## config.mk

```make
export PLATFORM = sky130hd
export DESIGN_NAME = uart_hd_line_arbiter
export DESIGN_NICKNAME = d
export VERILOG_FILES = /design/src/rtl/uart_hd_line_arbiter.sv
export SDC_FILE = /design/constraint.sdc
export NUM_CORES = 1
export LEC_CHECK = 0
export ABC_CLOCK_PERIOD_IN_PS = 2660
export CORE_MARGIN = 2
export CORE_UTILIZATION = 49
export DETAILED_ROUTE_END_ITERATION = 8
export MAX_ROUTING_LAYER = met4
export PLACE_DENSITY = 0.8
export SETUP_SLACK_MARGIN = 0.1
export SYNTH_ARGS = -nofsm -noshare
export SYNTH_HDL_FRONTEND = slang
export SYNTH_SLANG_ARGS = --single-unit
```

## constraint.sdc

```tcl
create_clock -name clk -period 2.66 [get_ports clk]
set_input_delay 0.399 -clock clk [delete_from_list [all_inputs] [get_ports clk]]
set_output_delay 0.399 -clock clk [all_outputs]
set_load 0.02 [all_outputs]
```

## src/rtl/uart_hd_line_arbiter.sv

```systemverilog
// Half-duplex UART line arbiter: round-robin grant between two byte
// requesters, 8N1 serialization, line direction control and post-frame guard.
module uart_hd_line_arbiter #(
  parameter int unsigned CLKS_PER_BIT = 16,
  parameter int unsigned GUARD_BITS   = 2
) (
  input  logic       clk,
  input  logic       rst,
  input  logic       req0,
  input  logic [7:0] din0,
  output logic       ack0,
  output logic       done0,
  input  logic       req1,
  input  logic [7:0] din1,
  output logic       ack1,
  output logic       done1,
  input  logic       rx_busy,
  output logic       line_tx,
  output logic       line_oe,
  output logic       owner,
  output logic       busy
);

  localparam int unsigned CW = (CLKS_PER_BIT > 1) ? $clog2(CLKS_PER_BIT) : 1;
  localparam int unsigned GW = (GUARD_BITS > 0) ? $clog2(GUARD_BITS + 1) : 1;
  localparam logic [CW-1:0] CNT_LAST   = CW'(CLKS_PER_BIT - 1);
  localparam logic [GW-1:0] GUARD_LAST = GW'((GUARD_BITS > 0) ? GUARD_BITS - 1 : 0);

  typedef enum logic [2:0] {
    S_IDLE,
    S_START,
    S_DATA,
    S_STOP,
    S_GUARD
  } state_t;

  state_t        state_q, state_d;
  logic [CW-1:0] cnt_q, cnt_d;
  logic [2:0]    bit_q, bit_d;
  logic [GW-1:0] gcnt_q, gcnt_d;
  logic [7:0]    shreg_q, shreg_d;
  logic          owner_q, owner_d;
  logic          last_q, last_d;
  logic          ack0_q, ack0_d;
  logic          ack1_q, ack1_d;
  logic          done0_q, done0_d;
  logic          done1_q, done1_d;
  logic          grant;
  logic          winner;
  logic          bit_end;

  // Next-state, counters, latching and pulse generation
  always_comb begin
    state_d = state_q;
    cnt_d   = cnt_q;
    bit_d   = bit_q;
    gcnt_d  = gcnt_q;
    shreg_d = shreg_q;
    owner_d = owner_q;
    last_d  = last_q;
    ack0_d  = 1'b0;
    ack1_d  = 1'b0;
    done0_d = 1'b0;
    done1_d = 1'b0;
    bit_end = (cnt_q == CNT_LAST);
    // The done cycle is a mandatory idle cycle: no grant is taken on it,
    // so the next ack lands two cycles after done.
    grant   = (req0 | req1) & ~rx_busy & ~(done0_q | done1_q);
    winner  = (req0 & req1) ? ~last_q : req1;

    case (state_q)
      S_IDLE: begin
        if (grant) begin
          state_d = S_START;
          cnt_d   = '0;
          shreg_d = winner ? din1 : din0;
          owner_d = winner;
          last_d  = winner;
          ack0_d  = ~winner;
          ack1_d  = winner;
        end
      end
      S_START: begin
        cnt_d = cnt_q + CW'(1);
        if (bit_end) begin
          cnt_d   = '0;
          bit_d   = '0;
          state_d = S_DATA;
        end
      end
      S_DATA: begin
        cnt_d = cnt_q + CW'(1);
        if (bit_end) begin
          cnt_d   = '0;
          shreg_d = {1'b0, shreg_q[7:1]};
          bit_d   = bit_q + 3'd1;
          if (bit_q == 3'd7) state_d = S_STOP;
        end
      end
      S_STOP: begin
        cnt_d = cnt_q + CW'(1);
        if (bit_end) begin
          cnt_d  = '0;
          gcnt_d = '0;
          if (GUARD_BITS == 0) begin
            state_d = S_IDLE;
            done0_d = ~owner_q;
            done1_d = owner_q;
          end else begin
            state_d = S_GUARD;
          end
        end
      end
      S_GUARD: begin
        cnt_d = cnt_q + CW'(1);
        if (bit_end) begin
          cnt_d  = '0;
          gcnt_d = gcnt_q + GW'(1);
          if (gcnt_q == GUARD_LAST) begin
            state_d = S_IDLE;
            done0_d = ~owner_q;
            done1_d = owner_q;
          end
        end
      end
      default: state_d = S_IDLE;
    endcase
  end

  // State and datapath registers with synchronous reset
  always_ff @(posedge clk) begin
    if (rst) begin
      state_q <= S_IDLE;
      cnt_q   <= '0;
      bit_q   <= '0;
      gcnt_q  <= '0;
      shreg_q <= '0;
      owner_q <= 1'b0;
      last_q  <= 1'b1;
      ack0_q  <= 1'b0;
      ack1_q  <= 1'b0;
      done0_q <= 1'b0;
      done1_q <= 1'b0;
    end else begin
      state_q <= state_d;
      cnt_q   <= cnt_d;
      bit_q   <= bit_d;
      gcnt_q  <= gcnt_d;
      shreg_q <= shreg_d;
      owner_q <= owner_d;
      last_q  <= last_d;
      ack0_q  <= ack0_d;
      ack1_q  <= ack1_d;
      done0_q <= done0_d;
      done1_q <= done1_d;
    end
  end

  // Pad drive: line held only for start/data/stop, released (high) otherwise
  always_comb begin
    line_tx = 1'b1;
    line_oe = 1'b0;
    case (state_q)
      S_START: begin
        line_tx = 1'b0;
        line_oe = 1'b1;
      end
      S_DATA: begin
        line_tx = shreg_q[0];
        line_oe = 1'b1;
      end
      S_STOP: line_oe = 1'b1;
      default: ;
    endcase
  end

  assign ack0  = ack0_q;
  assign ack1  = ack1_q;
  assign done0 = done0_q;
  assign done1 = done1_q;
  assign owner = owner_q;
  assign busy  = (state_q != S_IDLE);

endmodule

```

==> results.tsv <==
metric	value	unit
status	completed	
wl_per_cell	15.1	um
drive_gt1_frac	0.0833	
cts_tree	yes	
leakage	0.000632	uW
worst_clock_skew	2.63	ps
worst_ep_required_time	2260	ps
cts_sinks	26	
ys.flop_type	dfxtp_1	
synth_edf_count	0	
first_global_vias	1203	
ios	29	
start_util	0.521	
endpoint_kind	output pin	
coreArea	2500	sq um
timing.final.crit_share	0.886	
setup_tns	0	ps
postCtsSetupRepairBufs	0	
worst_setup_path_start_kind	flop	
yosysUniqueCellTypes	39	
remaining_drc_errors	0	
cts_hold_buf	0	
rows	18	
drt_iter0_markers	40	
met3_usage	0.0539	
cts_made_buffers	3	
power_density	435	nW/um^2
synthAdderAreaFrac	0.0385	
r2r-start	state_q[0]	
setup_slack	303	ps
die-area	3080	sq um
cts_resized	0	
synth_xor_area_frac	0.0135	
grt_pass1_wl	5240	um
crit_start	state_q[0]	
async_reset_ff_frac	0	
clockBufferDepth	2	
grt_usage	0.216	
synth_top_family_by_area	compound AO/OA/AOI/OAI gates	
fillers	225	
drtPass1Iterations	4	
dpl.hpwl	2370	um
synth.ff_latch_count	26	
nets	207	
cap_viol_max_count	0	
insertion_delay	310	ps
place_ws	282	ps
chipHeight	55.5	um
gr-total-overflow	0	
setup_violations	0	
drv_slew	0	
cp_max_fo	18	
syn_inst	152	
synth-compound-area-share	0.274	
rsz0062_at_grt	false	
placed_cell_area	1620	sq um
syn2layout_area_growth	26.4	%
tightestPinTransition	891	ps
syn_nets	177	
vias	1308	
port_buffers	28	
diodes	0	
muxShareOfSynthArea	0	
period_minus_slack	2360	ps
grt_start_max_net_pins	20	
drtAntennaViolNets	0	
die_w	55.5	um
busiest_layer	met2	
htreeDepth	1	
syn_avg_cell_area	8.56	sq um
timing.fmax	0.424	GHz
design_area	1650	sq um
use_met1	0.262	
criticalPathCategory	flop to output pin	
detail_route.wirelength	3170	um
met2_usage	0.347	
grt_antenna_before_repair	0	
hold_viol	0	
synth_seq_area_share	0.400	
slew_headroom	0.402	
ys_warn_count	0	
cts_root_buffer	clkbuf_4	
viasPerCell	6.23	
yosys.area_share.simple	0.239	
peakVddDrop	0.000498	V
syn_area	1300	sq um
arrival	1960	ps
path_clk_slew	140	ps
min_path_type	flop to flop	
hp-start	shreg_q[7]	
globalplace.congestion	0.747	
## placed cells by master (no fill, tap or decap), types with 2 or more instances in the layout
cell	n
a2111oi_0	2
a211oi_1	2
a21oi_1	16
a22o_1	7
a22oi_1	3
a2bb2oi_1	7
and3_1	2
buf_4	6
clkbuf_4	3
clkdlybuf4s50_1	28
dfxtp_1	26
ha_1	4
nand2_1	21
nand2b_1	2
nand3_1	6
nor2_1	8
nor2b_1	2
nor3_1	4
nor3b_1	2
o21ai_0	6
or2_2	3
or3_1	2
xor2_1	2
## state kept, by name, summed over array words and instances, names as in the netlist
| signal | flops |
|---|---|
| bit_q | 3 |
| cnt_q | 4 |
| state_q | 3 |
| ack0 | 1 |
| gcnt_q | 2 |
| done1 | 1 |
| shreg_q | 8 |
| ack1 | 1 |
| owner | 1 |
| done0 | 1 |
| last_q | 1 |
## power by group
group | internal [uW] | total [uW] | switching (uW)
Clock | 53.0 | 167 | 114
Sequential | 405 | 421 | 15.7
Combinational | 71.5 | 129 | 57.0
## critical path, cell delays in order (launching register included)
cell and delay, ps:
dfxtp_1 670, nor2_1 210, nor2_1 140, clkdlybuf4s50_1 620
## cells in the mapped netlist (2+ instances only)
cell type | count | area [sq um]
o21ai_0 | 6 | 30.0
or3_1 | 2 | 12.5
nand2_1 | 21 | 78.8
clkbuf_1 | 7 | 26.3
a22oi_1 | 3 | 22.5
nand2b_1 | 2 | 12.5
a22o_1 | 7 | 61.3
a2111oi_0 | 2 | 17.5
dfxtp_1 | 26 | 521
or2_2 | 3 | 18.8
nor2_1 | 8 | 30.0
a2bb2oi_1 | 7 | 61.3
a21oi_1 | 16 | 80.1
nor2b_1 | 2 | 12.5
ha_1 | 4 | 50.1
and3_1 | 2 | 12.5
nand3_1 | 6 | 30.0
a211oi_1 | 2 | 15.0
nor3b_1 | 2 | 15.0
nor3_1 | 4 | 20.0
xor2_1 | 2 | 17.5
## per-stage QoR
step | std cells | utilization | hold WS [ps] | power [uW]
2_1_floorplan | 152 | - | 443 | 497
3_3_place_gp | 207 | 0.649 | 451 | 551
3_5_place_dp | 207 | 0.649 | 461 | 557
4_1_cts | 210 | 0.658 | 492 | 718
5_1_grt | 210 | 0.658 | 511 | 746
6_report | 210 | 0.658 | 490 | 716
## layer usage
layer  vias up  routed length (um)
li1        620                   -
met2        46                1550
met3         6                 174
met5         -                   0
met1       636                1390
met4         0                  57
## area by class of cell
type / count / area [sq um] / area share
Sequential cell: 26 / 520 / 0.316
Timing Repair Buffer: 34 / 325 / 0.198
Tap cell: 30 / 37.5 / 0.0228
Clock buffer: 3 / 22.5 / 0.0137
Multi-Input combinational cell: 116 / 736 / 0.447
Inverter: 1 / 3.75 / 0.00228
## kinds of logic after synthesis
family / after synthesis
AND/OR/NAND/NOR: 60
buffers and inverters: 10
flip-flops: 26
AO/OA/AOI/OAI: 50
XOR/XNOR: 2
adder cells (fa/ha/maj): 4
## path summary, 6_finish.rpt
path                            slack [ps]    endpoint  cells after the start
worst min register to register         490  shreg_q[7]                      1
worst max-delay path                   300     line_oe                      3
worst max register to register         630  shreg_q[1]                      4
worst min-delay path                   490  shreg_q[7]                      1
Power figures use the tool's default switching activity.
